## config.mk

```make
export PLATFORM = sky130hd
export DESIGN_NAME = cond_front
export DESIGN_NICKNAME = d
export VERILOG_FILES = /design/src/rtl/cond_front_pkg.sv /design/src/rtl/cond_chan.sv /design/src/rtl/cond_front.sv
export SDC_FILE = /design/constraint.sdc
export NUM_CORES = 1
export LEC_CHECK = 0
export CAP_MARGIN = 0
export CORE_UTILIZATION = 47
export DETAILED_ROUTE_END_ITERATION = 10
export GPL_ROUTABILITY_DRIVEN = 1
export GPL_TIMING_DRIVEN = 0
export PLACE_DENSITY = 0.76
export RECOVER_POWER = 25
export SYNTH_ARGS = -nofsm -noshare
export SYNTH_HDL_FRONTEND = slang
export SYNTH_HIERARCHICAL = 1
export SYNTH_SLANG_ARGS = --single-unit
```

## constraint.sdc

```tcl
create_clock -name clk -period 1.15 [get_ports clk]
set_input_delay 0.115 -clock clk [delete_from_list [all_inputs] [get_ports clk]]
set_output_delay 0.115 -clock clk [all_outputs]
set_load 0.005 [all_outputs]
```

## src/rtl/cond_front_pkg.sv

```systemverilog
// Shared mode encodings for the condition front-end.
package cond_front_pkg;

  typedef logic [1:0] cond_mode_t;

  localparam cond_mode_t MODE_LEVEL = 2'b00;
  localparam cond_mode_t MODE_RISE  = 2'b01;
  localparam cond_mode_t MODE_FALL  = 2'b10;
  localparam cond_mode_t MODE_ANY   = 2'b11;

endpackage

```

## src/rtl/cond_chan.sv

```systemverilog
// One condition channel: 2-flop sync, optional glitch filter, edge detect, sticky/overrun.
// Optional filter enabled by defining COND_FRONT_FILTER_EN.
module cond_chan
  import cond_front_pkg::*;
#(
  parameter int flt = 3
) (
  input  logic       clk,
  input  logic       reset_n,
  input  logic       raw,
  input  cond_mode_t mode,
  input  logic       clr,
  output logic       cond,
  output logic       ovf
);

  logic       s1_p0;
  logic       s2_p1;
  logic       lvl_p2;
  logic       sticky_p2;
  logic       ovf_p2;
  cond_mode_t mode_q;
  logic       evt;
  logic       rise;
  logic       fall;
  logic       qual;

  // stage p0/p1: two-flop synchronizer
  always_ff @(posedge clk or negedge reset_n) begin
    if (!reset_n) begin
      s1_p0 <= 1'b0;
      s2_p1 <= 1'b0;
    end else begin
      s1_p0 <= raw;
      s2_p1 <= s1_p0;
    end
  end

`ifdef COND_FRONT_FILTER_EN
  localparam int CNT_W = (flt > 1) ? $clog2(flt) : 1;
  logic [CNT_W-1:0] cnt_p2;

  assign evt = (s2_p1 != lvl_p2) && (cnt_p2 == CNT_W'(flt - 1));

  // stage p2: level only moves after flt consecutive differing samples
  always_ff @(posedge clk or negedge reset_n) begin
    if (!reset_n) begin
      cnt_p2 <= '0;
      lvl_p2 <= 1'b0;
    end else if (evt) begin
      cnt_p2 <= '0;
      lvl_p2 <= s2_p1;
    end else if (s2_p1 != lvl_p2) begin
      cnt_p2 <= cnt_p2 + 1'b1;
    end else begin
      cnt_p2 <= '0;
    end
  end
`else
  logic unused_flt;
  assign unused_flt = (flt > 1);
  assign evt        = (s2_p1 != lvl_p2);

  // stage p2: level register
  always_ff @(posedge clk or negedge reset_n) begin
    if (!reset_n) lvl_p2 <= 1'b0;
    else          lvl_p2 <= s2_p1;
  end
`endif

  assign rise = evt & s2_p1;
  assign fall = evt & ~s2_p1;

  always_comb begin
    qual = 1'b0;
    case (mode)
      MODE_RISE: qual = rise;
      MODE_FALL: qual = fall;
      MODE_ANY:  qual = evt;
      default:   qual = 1'b0;
    endcase
  end

  // stage p2: sticky capture; a landing event beats a same-cycle clear
  always_ff @(posedge clk or negedge reset_n) begin
    if (!reset_n) begin
      mode_q    <= MODE_LEVEL;
      sticky_p2 <= 1'b0;
      ovf_p2    <= 1'b0;
    end else begin
      mode_q <= mode;
      if (mode != mode_q) begin
        sticky_p2 <= 1'b0;
        ovf_p2    <= 1'b0;
      end else if (qual) begin
        sticky_p2 <= 1'b1;
        if (sticky_p2 && !clr) ovf_p2 <= 1'b1;
      end else if (clr) begin
        sticky_p2 <= 1'b0;
        ovf_p2    <= 1'b0;
      end
    end
  end

  assign cond = (mode == MODE_LEVEL) ? lvl_p2 : sticky_p2;
  assign ovf  = ovf_p2;

endmodule

```

## src/rtl/cond_front.sv

```systemverilog
// Condition front-end: cw independent cond_chan instances feeding the sequencer cond port.
// Optional per-channel glitch filter enabled by defining COND_FRONT_FILTER_EN.
module cond_front
  import cond_front_pkg::*;
#(
  parameter int ncs = 3,
  parameter int flt = 3
) (
  input  logic                       clk,
  input  logic                       reset_n,
  input  logic [(1<<ncs)-2:0]        raw_in,
  input  logic [2*((1<<ncs)-1)-1:0]  mode,
  input  logic [(1<<ncs)-2:0]        clr,
  output logic [(1<<ncs)-2:0]        cond,
  output logic [(1<<ncs)-2:0]        ovf
);

  localparam int cw = (1 << ncs) - 1;

  for (genvar i = 0; i < cw; i++) begin : g_chan
    cond_chan #(
      .flt (flt)
    ) u_chan (
      .clk     (clk),
      .reset_n (reset_n),
      .raw     (raw_in[i]),
      .mode    (cond_mode_t'(mode[2*i +: 2])),
      .clr     (clr[i]),
      .cond    (cond[i]),
      .ovf     (ovf[i])
    );
  end

endmodule

```

# Yosys cells after proc, flatten, opt, wreduce, memory -nomap -nowiden
# Index checks and enable logic that the tools add are counted.
# Widths: inputs -> output; s select.
# word_totals
reg_bits	49
latchBits	0
ramBits	0
romBits	0
input_bits	30
out_inout_bits	14
word_cells	196
n_memories	0
# op_classes
add_sub_neg	0
n_mul	0
div	0
order_cmp	0
eq_ne	42
shifts	0
n_mux	56
n_bitwise	21
n_reduce_logical	35
# op_table
cell	n
$mux 1	49
$eq 2x2->1 const B	14
$ne 3x3->1 const B	7
$pmux 1 s3	7
$reduce_bool 3->1	7
$and 1x1->1	14
$eq 2x1->1 const B	7
$logic_not 2->1	7
$ne 2x2->1	7
$reduce_and 2->1	7
$logic_and 1x1->1	7
$logic_not 1->1	7
$ne 1x1->1	7
$not 1->1	7

# Depth between registers and ports, before layout
# logic_depth
ltp_word	5
depth_mapped	6
ltp_nobuf	6

# Modules after synthesis
# The synthesis kept the hierarchy.
# by_module_without_submodules
mod	instances	cells_per_inst	area_per_inst_um2	seq_area_each_um2
cond_chan at g_chan[0].u_chan ...	6	27	339.1	175.2
cond_chan at g_chan[6].u_chan	1	27	331.6	175.2

# Worst setup path before layout
# Ideal clock, no wire load.
# synth_path
kind	in2reg
start	input mode[12]
end	register g_chan[6].u_chan.ovf_p2
setup_ns	0.119
arrival_time_ns	1.056
required_ns	1.031
setup_slack_ns	-0.025
cell_stages	6
path_buffers	0
cell_sequence	inv_1 ha_1 and4b_1 a211oi_1 a211oi_1 o21ba_1
# synth_via
elab_chain_len	4
elab_cells_between_ends	10
classes_between	eq/ne: 5; mux: 3; reduce/logical: 2
# synth_lines
item	line_no	text
start, declared	cond_front.sv:12	input logic [2*((1<<ncs)-1)-1:0] mode,
$eq 2x2->1 / $eq 2x1->1 (equally long branches)	cond_chan.sv:76	case (mode)
$pmux 1 s3	cond_chan.sv:76	
$ne 3x3->1 (no line), or another cell as far along	n/a	
$reduce_and 2->1 (no line) / $mux 1 (equally long branches)	n/a	
end signal, assigned	cond_chan.sv:89	ovf_p2 <= 1'b0;
end signal, assigned	cond_chan.sv:94	ovf_p2 <= 1'b0;
end signal, assigned	cond_chan.sv:97	if (sticky_p2 && !clr) ovf_p2 <= 1'b1;
end, declared	cond_chan.sv:21	logic ovf_p2;
# Parallel ways exist; a longest one is shown, timed or not.
# A chain may end at the register's enable or synchronous reset.

# Worst setup path in the final report
# layout_path
start	register g_chan[3].u_chan.lvl_p2
end	output cond[3]
# layout_via
elab_chain_len	1
# layout_lines
item	line_no	text
start, declared	cond_chan.sv:19	logic lvl_p2;
start signal, assigned	cond_chan.sv:67	else lvl_p2 <= s2_p1;
$mux 1	cond_chan.sv:105	assign cond = (mode == MODE_LEVEL) ? lvl_p2 : sticky_p2;
end, declared	cond_front.sv:14	output logic [(1<<ncs)-2:0] cond,
# Every way passes these cells.

==> impl_metrics.yaml <==
run_status:
  status: "complete, but fails checks"
  failed_checks: "setup timing"
logic_synthesis:
  synth-seq-cells: 49
  syn_area_um2: 2370
  yosys-top-cells-area: "dfrtp_1, ha_1, xnor2_1"
  synth_warnings: 6
  yosysSeqAreaShare: 0.518
  synth_common_cells: "dfrtp_1, ha_1, inv_1, xnor2_1, a211oi_1"
  ys.flop_type: "dfrtp_1"
  synth_cells: 189
  yosysTopAreaCell: "dfrtp_1"
  synth_nets: 240
  ys_async_sr_fraction: 1.00
  avgSynthCellArea_um2: 12.5
  synth_top_area_frac: 0.518
  synth-edff-count: 0
  synthDistinctLibCells: 17
  synth_most_common_cell: "dfrtp_1"
floorplanning:
  core_area_um2: 4790
  start_util: 0.494
  die_area_um2: 5320
  rows: 25
  dieWidth_um: 73.0
  io_pins: 44
  die_y_um: 73.0
pwr:
  p_leak_nw: 1.63
  p_per_area_nw_per_um2: 1040
  ir_drop_mv: 0.755
  fin_total_pwr_mw: 3.45
drt:
  ant_nets: 0
  routed_wl_mm: 3.76
  vias: 1571
  drt_iter0_drc: 38
  drc: 0
  viasPerCell: 4.72
  wl_per_cell_um: 11.3
  drtPass1Iterations: 3
cts:
  cts_buffer_depth: 2
  h-tree-depth: 2
  cts_made_buffers: 5
  cts.sinks: 49
  cts_tree: "done"
  clock_latency_ps: 300
  clk_pin_slew_ps: 90
  root_buffer: "clkbuf_8"
grt:
  grt_first_pass_wirelength_mm: 6.40
  grt.total_usage: 0.159
  grt_start_max_net_pins: 33
  grt_pass1_vias: 1556
  grt_overflow: 0
  antenna_found_initial: 0
final_layout:
  area.growth.synth_to_final_pct: 39.7
  multi_input_area_um2: 1170
  final_nets: 316
  antenna_cells: 0
  fill_cells: 383
  regArea_um2: 1230
  layout-drive-gt1-share: 0.316
  fin_area_um2: 3300
  stdcell_count: 333
sta:
  finClkSkew_ps: 9.95
  fin_ws_ps: -176
  finalSetupViolCount: 21
  timing.hold.ws_ps: 86.2
  finalMaxSlewViolations: 0
  max-slew-margin-rel: 0.716
  min_period_ps: 1330
  hold_violations: 0
  fmax_mhz: 754
  rsz0062_at_grt: "yes"
  tightest_slew_ps: 426
  period_share: 1.15
hold_path:
  whs_path_depth: 1
  hold_start: "mode[3]"
  hp-class: "primary input to flop"
  min_to: "g_chan[1].u_chan/mode_q[1]"
place:
  place.gp.congestion: 0.745
  port_buffers: 43
  hpwl_mm: 2.61
  dp_cells: 300
  dpl_cell_area_um2: 2920
setup_path:
  path_buf_inv: 2
  crit_arrival_ps: 1210
  reg2reg_to: "g_chan[3].u_chan/ovf"
  cp_data_required_time_ps: 1030
  max_stage_delay_ps: 400
  rrSetupSlack_ps: -140
  crit_slowest_cell: "dfrtp_1"
  path_max_fanout: 2
  crit_cells: 3
  critical_path.cell_chain: "buf_4 > mux2_4 > buf_6"
  cpLargestDelayFamily: "flip-flops"
  cp-start-kind: "flop"
  crit_type: "flop to output pin"
  worst_r2r_path_depth: 5
  rr_startpoint: "g_chan[3].u_chan/lvl_p2"
  cp-end-kind: "output pin"
flow_run:
  drv_cap: 0
## sequential cells by signal, indices dropped and copies added (netlist names)
signal and cells:
g_chan.u_chan/sticky_p2 7, g_chan.u_chan/ovf 7, g_chan.u_chan/s1_p0 7, g_chan.u_chan/lvl_p2 7, g_chan.u_chan/s2_p1 7, g_chan.u_chan/mode_q 14
## logic make-up after synthesis
| kind of cell | after synthesis | share of synthesized area |
|---|---|---|
| fa+ha+maj | 21 | 0.111 |
| flops | 49 | 0.518 |
| buf+inv | 21 | 0.0333 |
| mux | 7 | 0.0333 |
| simple gates | 42 | 0.125 |
| compound gates | 28 | 0.102 |
| xor+xnor | 21 | 0.0777 |
## cell type report
cell class                      instances  area share
Sequential cell                        49       0.371
Tap cell                               67      0.0254
Timing Repair Buffer                   69       0.197
Clock buffer                            6      0.0250
Inverter                               21      0.0239
Multi-Input combinational cell        119       0.353
Clock inverter                          2     0.00417
## cells in the final DEF, fill, tap and decap left out, types with 10 or more instances in the layout
master and n:
xnor2_1 14, dfrtp_1 49, buf_4 17, inv_1 14, dlygate4sd3_1 10, a211oi_2 12
buf_6 11, ha_1 12
## what timing repair did
action / CTS / global route
pin swaps: 14 / 12
gates resized for setup: 107 / 19
setup buffers: 19 / 3
endpoints found under the hold margin: 19 / 0
hold buffers: 3 / 0
endpoints found under the setup margin: 28 / 21
## how the worst max path moves through the flow
stage	start	endpoint	slack, ps
after floorplan	mode[1]	g_chan[0].u_chan/ovf	9
after global placement	reset_n	g_chan[3].u_chan/ovf	-1400
after detailed placement	mode[11]	g_chan[5].u_chan/ovf	-700
after CTS	g_chan[6].u_chan/sticky_p2	cond[6]	-140
after global routing	g_chan[3].u_chan/lvl_p2	cond[3]	-210
final	g_chan[3].u_chan/lvl_p2	cond[3]	-180
## metrics by stage
stage	util	TNS [ps]	worst slack, ps
final	0.690	-2250	-176
after global routing	0.690	-3390	-210
after global placement	0.606	-82320	-1400
after detailed placement	0.609	-14130	-697
after CTS	0.669	-1690	-139
after floorplan	-	0	9.15
## per-layer routing
metal,global-route usage,wire length (µm),vias to the layer above,share of wire
met2,0.269,1800,26,0.48
met5,0,0,-,0
met4,0.0719,66,0,0.018
li1,-,-,791,-
met3,0.0359,125,7,0.033
met1,0.195,1770,747,0.47
## power by group
group / switching, mW / internal (mW)
registers: 0.0432 / 1.80
logic: 0.235 / 0.339
clock network: 0.550 / 0.488
(Power assumes the default switching activity.)
